`config.mk`:
```
export PLATFORM = sky130hd
export DESIGN_NAME = exe_stage
export DESIGN_NICKNAME = d
export VERILOG_FILES = /design/src/rtl/exe_stage.sv
export SDC_FILE = /design/constraint.sdc
export NUM_CORES = 2
export LEC_CHECK = 0
export CORE_UTILIZATION = 35
export DETAILED_ROUTE_END_ITERATION = 10
export GPL_TIMING_DRIVEN = 0
export PLACE_DENSITY = 0.61
export RECOVER_POWER = 50
export REMOVE_ABC_BUFFERS = 1
export SETUP_SLACK_MARGIN = 0.15
export SLEW_MARGIN = 0
export SYNTH_ARGS = -nofsm -noshare
export SYNTH_HDL_FRONTEND = slang
export SYNTH_SLANG_ARGS = --single-unit
export TNS_END_PERCENT = 1
```
`constraint.sdc`:
```
create_clock -name clk -period 10.15 [get_ports clk]
set_input_delay 2.03 -clock clk [delete_from_list [all_inputs] [get_ports clk]]
set_output_delay 2.03 -clock clk [all_outputs]
set_load 0.005 [all_outputs]
```
`src/rtl/exe_stage.sv`:
```
// Execute stage: one-hot ALU, load/store request with byte strobes, single-cycle
// multiplier and iterative restoring divider. ES_DIV_ZERO_FAST_EN skips the divide loop on a zero divisor.
`ifndef DS_TO_ES_BUS_WD
`define DS_TO_ES_BUS_WD 156
`endif
`ifndef ES_TO_MS_BUS_WD
`define ES_TO_MS_BUS_WD 79
`endif
`ifndef ES_TO_DS_BUS_WD
`define ES_TO_DS_BUS_WD 39
`endif

module exe_stage #(
    parameter int DIV_ITERS = 32
) (
    input  logic                         clk,
    input  logic                         reset,
    input  logic                         ms_allowin,
    output logic                         es_allowin,
    input  logic                         ds_to_es_valid,
    input  logic [`DS_TO_ES_BUS_WD-1:0]  ds_to_es_bus,
    output logic                         es_to_ms_valid,
    output logic [`ES_TO_MS_BUS_WD-1:0]  es_to_ms_bus,
    output logic [`ES_TO_DS_BUS_WD-1:0]  es_to_ds_forward_bus,
    output logic                         data_sram_en,
    output logic [3:0]                   data_sram_we,
    output logic [31:0]                  data_sram_addr,
    output logic [31:0]                  data_sram_wdata,
    output logic [63:0]                  mul_result,
    output logic [31:0]                  div_result,
    output logic [31:0]                  mod_result
);
    localparam int CNT_W = $clog2(DIV_ITERS + 1);

    typedef enum logic [1:0] {IDLE, BUSY, DONE} div_state_t;

    logic                         es_valid_reg;
    logic [`DS_TO_ES_BUS_WD-1:0]  bus_reg;
    logic                         es_ready_go;
    logic                         handoff;

    logic [11:0] alu_op;
    logic [31:0] src1;
    logic [31:0] src2;
    logic [31:0] st_data;
    logic [3:0]  mul_div_op;
    logic        mul_div_signed;
    logic        mem_sign_ext;
    logic [1:0]  mem_size;
    logic        store_op;
    logic        load_op;
    logic        gr_we;
    logic [4:0]  dest;
    logic [31:0] pc;

    assign {alu_op, src1, src2, st_data, mul_div_op, mul_div_signed, mem_sign_ext,
            mem_size, store_op, load_op, gr_we, dest, pc} = bus_reg;

    logic is_div;
    logic is_mul;
    assign is_div = |mul_div_op[3:2];
    assign is_mul = |mul_div_op[1:0];

    // ---------------- handshake and bus latch ----------------
    assign es_allowin     = !es_valid_reg | (es_ready_go & ms_allowin);
    assign es_to_ms_valid = es_valid_reg & es_ready_go;
    assign handoff        = es_to_ms_valid & ms_allowin;

    always_ff @(posedge clk) begin
        if (reset) begin
            es_valid_reg <= 1'b0;
        end else if (es_allowin) begin
            es_valid_reg <= ds_to_es_valid;
        end
    end

    always_ff @(posedge clk) begin
        if (ds_to_es_valid & es_allowin) begin
            bus_reg <= ds_to_es_bus;
        end
    end

    // ---------------- ALU ----------------
    logic [31:0] op_res    [12];
    logic [31:0] op_masked [12];
    logic [31:0] alu_result;

    always_comb begin
        op_res[0]  = src1 + src2;
        op_res[1]  = src1 - src2;
        op_res[2]  = {31'b0, $signed(src1) < $signed(src2)};
        op_res[3]  = {31'b0, src1 < src2};
        op_res[4]  = src1 & src2;
        op_res[5]  = ~(src1 | src2);
        op_res[6]  = src1 | src2;
        op_res[7]  = src1 ^ src2;
        op_res[8]  = src1 << src2[4:0];
        op_res[9]  = src1 >> src2[4:0];
        op_res[10] = 32'($signed(src1) >>> src2[4:0]);
        op_res[11] = src2;
    end

    generate
        for (genvar gi = 0; gi < 12; gi++) begin : g_alu_sel
            assign op_masked[gi] = op_res[gi] & {32{alu_op[gi]}};
        end
    endgenerate

    always_comb begin
        alu_result = '0;
        for (int i = 0; i < 12; i++) begin
            alu_result = alu_result | op_masked[i];
        end
    end

    // ---------------- multiplier ----------------
    // Low 64 bits of the 33x33 product equal the low 64 bits of a 64x64 product
    // of the same extended operands.
    logic [63:0] mul_a;
    logic [63:0] mul_b;
    logic [63:0] mul_prod;
    assign mul_a    = {{32{mul_div_signed & src1[31]}}, src1};
    assign mul_b    = {{32{mul_div_signed & src2[31]}}, src2};
    assign mul_prod = mul_a * mul_b;

    // ---------------- divider ----------------
    div_state_t       state_reg;
    div_state_t       state_next;
    logic [CNT_W-1:0] cnt_reg;
    logic [31:0]      quo_reg;
    logic [31:0]      rem_reg;
    logic [31:0]      dvsr_reg;
    logic             q_neg_reg;
    logic             r_neg_reg;
    logic             dvsr_zero_reg;

    logic        div_start;
    logic        a_neg;
    logic        b_neg;
    logic [31:0] abs_a;
    logic [31:0] abs_b;
    logic [32:0] shifted;
    logic [32:0] diff;
    logic [31:0] q_final;
    logic [31:0] r_final;

    assign div_start = es_valid_reg & is_div & (state_reg == IDLE);
    assign a_neg     = mul_div_signed & src1[31];
    assign b_neg     = mul_div_signed & src2[31];
    assign abs_a     = a_neg ? -src1 : src1;
    assign abs_b     = b_neg ? -src2 : src2;
    assign shifted   = {rem_reg, quo_reg[31]};
    assign diff      = shifted - {1'b0, dvsr_reg};
    assign q_final   = dvsr_zero_reg ? 32'hFFFF_FFFF : (q_neg_reg ? -quo_reg : quo_reg);
    assign r_final   = r_neg_reg ? -rem_reg : rem_reg;

    always_ff @(posedge clk) begin
        if (reset) begin
            state_reg <= IDLE;
        end else begin
            state_reg <= state_next;
        end
    end

    always_comb begin
        state_next = state_reg;
        case (state_reg)
            IDLE: begin
                if (div_start) begin
`ifdef ES_DIV_ZERO_FAST_EN
                    state_next = (src2 == 32'b0) ? DONE : BUSY;
`else
                    state_next = BUSY;
`endif
                end
            end
            BUSY: begin
                if (cnt_reg == CNT_W'(1)) state_next = DONE;
            end
            DONE: begin
                if (handoff) state_next = IDLE;
            end
            default: state_next = IDLE;
        endcase
    end

    always_comb begin
        es_ready_go = is_div ? (state_reg == DONE) : 1'b1;
    end

    always_ff @(posedge clk) begin
        if (reset) begin
            cnt_reg       <= '0;
            quo_reg       <= '0;
            rem_reg       <= '0;
            dvsr_reg      <= '0;
            q_neg_reg     <= 1'b0;
            r_neg_reg     <= 1'b0;
            dvsr_zero_reg <= 1'b0;
        end else if (state_reg == IDLE && div_start) begin
            quo_reg       <= abs_a;
            rem_reg       <= '0;
            dvsr_reg      <= abs_b;
            q_neg_reg     <= a_neg ^ b_neg;
            r_neg_reg     <= a_neg;
            dvsr_zero_reg <= (src2 == 32'b0);
            cnt_reg       <= CNT_W'(DIV_ITERS);
`ifdef ES_DIV_ZERO_FAST_EN
            // Remainder of a divide by zero is the dividend; preload it since no steps run.
            if (src2 == 32'b0) begin
                rem_reg <= abs_a;
                cnt_reg <= '0;
            end
`endif
        end else if (state_reg == BUSY) begin
            quo_reg <= {quo_reg[30:0], ~diff[32]};
            rem_reg <= diff[32] ? shifted[31:0] : diff[31:0];
            cnt_reg <= cnt_reg - CNT_W'(1);
        end
    end

    // ---------------- result registers seen by ms ----------------
    always_ff @(posedge clk) begin
        if (reset) begin
            mul_result <= '0;
            div_result <= '0;
            mod_result <= '0;
        end else begin
            if (handoff & is_mul) begin
                mul_result <= mul_prod;
            end
            if (handoff & is_div) begin
                div_result <= q_final;
                mod_result <= r_final;
            end
        end
    end

    // ---------------- SRAM request ----------------
    logic [3:0] we_raw;

    assign data_sram_en   = es_valid_reg & ms_allowin & (load_op | store_op) & es_ready_go;
    assign data_sram_addr = alu_result;

    always_comb begin
        we_raw          = 4'b1111;
        data_sram_wdata = st_data;
        case (mem_size)
            2'b01: begin
                we_raw          = 4'b0001 << alu_result[1:0];
                data_sram_wdata = {4{st_data[7:0]}};
            end
            2'b10: begin
                we_raw          = alu_result[1] ? 4'b1100 : 4'b0011;
                data_sram_wdata = {2{st_data[15:0]}};
            end
            default: begin
                we_raw          = 4'b1111;
                data_sram_wdata = st_data;
            end
        endcase
    end

    assign data_sram_we = (store_op & data_sram_en) ? we_raw : 4'b0000;

    // ---------------- output buses ----------------
    logic forward_enable;
    logic dep_need_stall;
    assign forward_enable = es_valid_reg & gr_we & (dest != 5'd0);
    assign dep_need_stall = load_op | (mul_div_op != 4'b0);

    assign es_to_ms_bus = {mem_sign_ext, store_op, mem_size, mul_div_op, load_op, gr_we,
                           dest, alu_result, pc};
    assign es_to_ds_forward_bus = {dep_need_stall, forward_enable, dest, alu_result};

endmodule

```
Word level (Yosys, flattened, before mapping)
Index checks and enable logic that the tools add are counted.
- add/sub/neg operators: 8
- $mul: 1
- order comparisons: 2
- equality and inequality tests: 8
- shift operators: 4
- muxes and demuxes: 19
- bitwise gates (word level): 48
- reduce and logical (&&, ||, !) cells: 11
- operators by type and width (operator ; number):
    $or 32x32->32 ; 12
    $and 32x32->32 ; 11
    $mux 32 ; 8
    $neg 32->32 ; 4
    $and 1x32->32 ; 2
    $lt 32x32->1 ; 2
    $mul 33x33->64 ; 1
    $pmux 32 s2 ; 1
    $sub 33x32->33 ; 1
    $add 32x32->32 ; 1
    $logic_not 32->1 ; 1
    $not 32->32 ; 1
    $shl 32x5->32 ; 1
    $shr 32x5->32 ; 1
    $sshr 32x5->32 ; 1
    $sub 32x32->32 ; 1
    $xor 32x32->32 ; 1
    $and 1x1->1 ; 16
    $mux 6 ; 2
    $mux 4 ; 2
    $pmux 4 s2 ; 1
    $eq 6x1->1 const B ; 1
    $mux 2 ; 3
    $ne 2x2->1 const B ; 3
    other kinds (17) ; 23
- register bits after elaboration: 392
- input bits: 160
- output and inout bits: 317
- word-level logic and storage cells: 115

Longest topological paths before layout
- word-level depth: 16
- depth in mapped cells: 34
- gate-level depth less buffers: 29

Worst setup path before layout
OpenSTA, ideal clock, no wires.
- kind: input -> register
- start point: input port ms_allowin
- end point: register bus_reg[0], enable pin
- setup time: 0.723 ns
- arrival: 9.673 ns
- data required time: 9.427 ns
- setup slack: -0.246 ns
- stages on the path: 2
- path buffers: 0
- cell sequence: o21ai_0 a21oi_1
- longest elaborated chain between the ends: 3
- RTL lines (item ; line ; text):
    from (decl) ; 18 ; input logic ms_allowin,
    $and 1x1->1 ; 65 ; assign es_allowin = !es_valid_reg | (es_ready_go & ms_allowin);
    $or 1x1->1 ; 65 ;
    $and 1x1->1 ; 78 ; if (ds_to_es_valid & es_allowin) begin
    to (signal assigned) ; 79 ; bus_reg <= ds_to_es_bus;
    to (decl) ; 38 ; logic [`DS_TO_ES_BUS_WD-1:0] bus_reg;
Every way passes these cells.
A chain may end at the register's enable or synchronous reset.

Worst setup path after layout
- start point: register bus_reg[118]
- end point: output port es_to_ms_bus[62]
- longest elaborated chain between the ends: 13
- elaborated cells on any way between the ends: 21
- classes of those cells: add/sub: 2; shift: 3; bitwise: 16
- RTL lines (item ; line ; text):
    $add 32x32->32 / $sub 32x32->32 (equally long branches) ; 89, 90 ;
    $and 32x32->32 ; 105 ; assign op_masked[gi] = op_res[gi] & {32{alu_op[gi]}};
    $or 32x32->32 (9 in series) ; 112 ; alu_result = alu_result | op_masked[i];
    $or 32x32->32 * (2 in series) ; 112 ;
    to (decl) ; 23 ; output logic [`ES_TO_MS_BUS_WD-1:0] es_to_ms_bus,
Every way passes the cells marked *; elsewhere a longest branch is shown, timed or not.

==> flow_metrics.py <==
metrics = {
    "setup_path": {
        "cpMostUsedCell": "o21ai_0",
        "setup.worst_path.start": "bus_reg[118]$_DFFE_PP_",
        "critPathMaxFanout": 22,
        "cp_top_family": "compound AO/OA/AOI/OAI gates",
        "reg2regPathDepth": 24,
        "cp_slowest_stage_delay_ps": 1010,
        "endpoint_kind": "output port",
        "crit_type": "flop to output port",
        "crit_buf_inv": 3,
        "timing.rr.end": "mul_result[57]$_SDFFE_PP0P_",
        "r2r_start": "bus_reg[138]$_DFFE_PP_",
        "cp.required_ps": 8120,
        "critical_path_depth": 14,
        "crit_path_top_delay_cell": "edfxtp_1",
        "critPathArrivalTime_ps": 7850,
        "crit_end": "es_to_ms_bus[62]",
        "r2r_setup_slack_ps": 340,
        "crit_chain": "buf_16 -> clkinvlp_4 -> ha_1 -> o21a_1 -> o21ai_0 -> o41ai_1 -> nand3_1 -> a41oi_1 -> a31oi_1 -> o211ai_1 -> and3_1 -> o31ai_1 -> o21ai_0 -> clkdlybuf4s50_1",
        "crit_path_start_kind": "flop",
    },
    "drt": {
        "drt_wl_total_um": 253000,
        "via_per_inst": 5.59,
        "via_count": 55500,
        "drtPass1Iterations": 7,
        "wl_per_cell_um": 25.5,
        "ant_nets": 0,
        "dr.first_iter.drc_count": 5748,
        "drc_errors": 0,
    },
    "die": {
        "start_util": 0.354,
        "design.die.area_um2": 185000,
        "core_area_um2": 182000,
        "row_count": 156,
        "pin_count": 477,
        "die_w_um": 430,
        "die_y_um": 430,
    },
    "clock_network": {
        "clkLatencyLatePin_ps": 670,
        "clk_pin_slew_ps": 60,
        "clkSinkCount": 392,
        "root_buffer": "clkbuf_16",
        "holdBufCountCts": 0,
        "clock_path_buffers": 3,
        "cts_tree": "built",
        "cts_buffers": 49,
        "h-tree-depth": 2,
    },
    "global_routing": {
        "grt_pass1_wl_um": 375000,
        "antenna_found_initial": 25,
        "grt_pass1_vias": 56300,
        "gr-total-overflow": 0,
        "track_usage": 0.272,
        "grt_max_degree": 151,
    },
    "run_status": {
        "violations": "max-capacitance violations, max-slew violations",
        "outcome": "complete, but fails checks",
    },
    "sta": {
        "slew-limit-headroom": -3.63,
        "fmax_mhz": 101,
        "fin_setup_tns_ps": 0,
        "hold_viol_final": 0,
        "final-setup-viol-count": 0,
        "rsz0062_at_grt": "true",
        "drv_slew": 284,
        "skew_ps": 38.4,
        "worstMarginPinSlew_ps": 6940,
        "period_minus_slack_ps": 9880,
        "fin_crit_sh": 0.974,
    },
    "cells_and_area": {
        "drive_gt1_frac": 0.0558,
        "final_core_util": 0.414,
        "syn2layout_area_growth_pct": 16.9,
        "final_cell_mix": "inv_1 (1,234), fa_1 (1,127), nand2_1 (982)",
        "nFillCells": 17800,
        "final_common_cell": "inv_1",
        "nets": 9146,
        "largest_reg_flops": 156,
    },
    "synth": {
        "synth-main-ff-cell": "dfxtp_1",
        "ys_top_cells_by_area": "fa_1 (35%), dfxtp_1 (7.4%), inv_1 (7.3%)",
        "synth_top_area_frac": 0.352,
        "synthesis.area_um2": 64200,
        "seq_area_frac_synth": 0.147,
        "synth-async-reset-ratio": 0,
        "synth.distinct_cells": 86,
        "ys_warn_count": 0,
        "synth_edf_count": 156,
        "syn_inst": 7378,
        "synth_area_leader_cell": "fa_1",
        "synth-seq-cells": 392,
        "syn_area_per_cell_um2": 8.70,
    },
    "place": {
        "routabilityCongestion": 0.985,
        "io_buffers": 476,
        "dp_hpwl_um": 200000,
    },
    "run": {
        "cap_violations": 5,
    },
    "worst_hold_path": {
        "hold_class": "flop to flop",
    },
}
-- cell usage after synthesis, types with 34 or more instances --
master	number
fa_1	1128
nand2_1	983
nand4_1	39
buf_4	127
nand3_1	64
a21o_1	59
xor2_1	68
nor3_1	50
nor2_1	794
inv_1	1249
a21oi_1	288
ha_1	349
o21ai_0	256
buf_1	110
mux2i_1	112
clkbuf_1	333
a211oi_1	114
dfxtp_1	236
o31ai_1	37
a311oi_1	34
edfxtp_1	156
xnor2_1	147
mux4_2	38
-- logic make-up (layout without fill, tap and decap cells) --
| family | after synthesis | in the layout | share of synthesized area |
|---|---|---|---|
| AND/OR/NAND/NOR | 2120 | 2120 | 0.137 |
| XOR/XNOR | 216 | 216 | 0.0296 |
| other | 0 | 9 | 0 |
| AO/OA/AOI/OAI | 1146 | 1146 | 0.117 |
| multiplexers | 165 | 165 | 0.0334 |
| buffers and inverters | 1862 | 2034 | 0.117 |
| flip-flops | 392 | 392 | 0.147 |
| adder cells (fa/ha/maj) | 1477 | 1477 | 0.420 |
-- cell type report --
| type | instances | area, µm² | share of cell area |
|---|---|---|---|
| Antenna cell | 9 | 22.5 | 0.000300 |
| Clock buffer | 60 | 1350 | 0.0180 |
| Clock inverter | 32 | 408 | 0.00543 |
| Inverter | 1273 | 4860 | 0.0648 |
| Multi-Input combinational cell | 5124 | 47400 | 0.632 |
| Sequential cell | 392 | 9410 | 0.125 |
| Tap cell | 2370 | 2970 | 0.0395 |
| Timing Repair Buffer | 665 | 8590 | 0.114 |
| Timing Repair inverter | 4 | 22.5 | 0.000300 |
-- stage by stage --
step | hold slack (ps) | instances | setup slack (ps) | area, µm²
CTS | 453 | 9908 | 162 | 74900
floorplan | 426 | 6789 | -627 | 61500
detailed placement | 446 | 9784 | -1440 | 72800
global placement | 443 | 9635 | -6640 | 69200
global route | 465 | 9922 | 101 | 75100
finish | 447 | 9929 | 266 | 75100
-- worst min-delay path by stage --
stage | startpoint | to | slack [ps] | depth (start not counted)
6_report | mul_result[11]$_SDFFE_PP0P_ | mul_result[11]$_SDFFE_PP0P_ | 450 | 2
3_5_place_dp | mul_result[11]$_SDFFE_PP0P_ | mul_result[11]$_SDFFE_PP0P_ | 450 | 2
2_1_floorplan | dvsr_reg[27]$_SDFFE_PP0P_ | dvsr_reg[27]$_SDFFE_PP0P_ | 430 | 2
4_1_cts | mul_result[11]$_SDFFE_PP0P_ | mul_result[11]$_SDFFE_PP0P_ | 450 | 2
3_3_place_gp | mul_result[29]$_SDFFE_PP0P_ | mul_result[29]$_SDFFE_PP0P_ | 440 | 2
5_1_grt | mul_result[42]$_SDFFE_PP0P_ | mul_result[42]$_SDFFE_PP0P_ | 460 | 2
-- worst min-delay path, stage by stage (launching register included) --
cell,delay (ps)
dfxtp_1,300
nand2_1,50
a21oi_1,50
-- per-layer routing --
| metal | part of all wire | vias to the layer above | GRT usage | routed length [µm] |
|---|---|---|---|---|
| li1 | - | 23700 | - | - |
| met1 | 0.40 | 28200 | 0.361 | 100000 |
| met3 | 0.11 | 607 | 0.0754 | 28100 |
| met4 | 0.054 | 26 | 0.121 | 13600 |
| met5 | 0.00064 | - | 0 | 161 |
| met2 | 0.44 | 2956 | 0.412 | 111000 |
-- repair_timing --
item	CTS	global route
setup endpoints to repair	52	20
buffers inserted	28	11
gates cloned	4	0
pin swaps	3	1
resized for setup	32	11
Power is not shown: default switching activity piles up to over one toggle a cycle in this logic, so the estimate is an artifact.
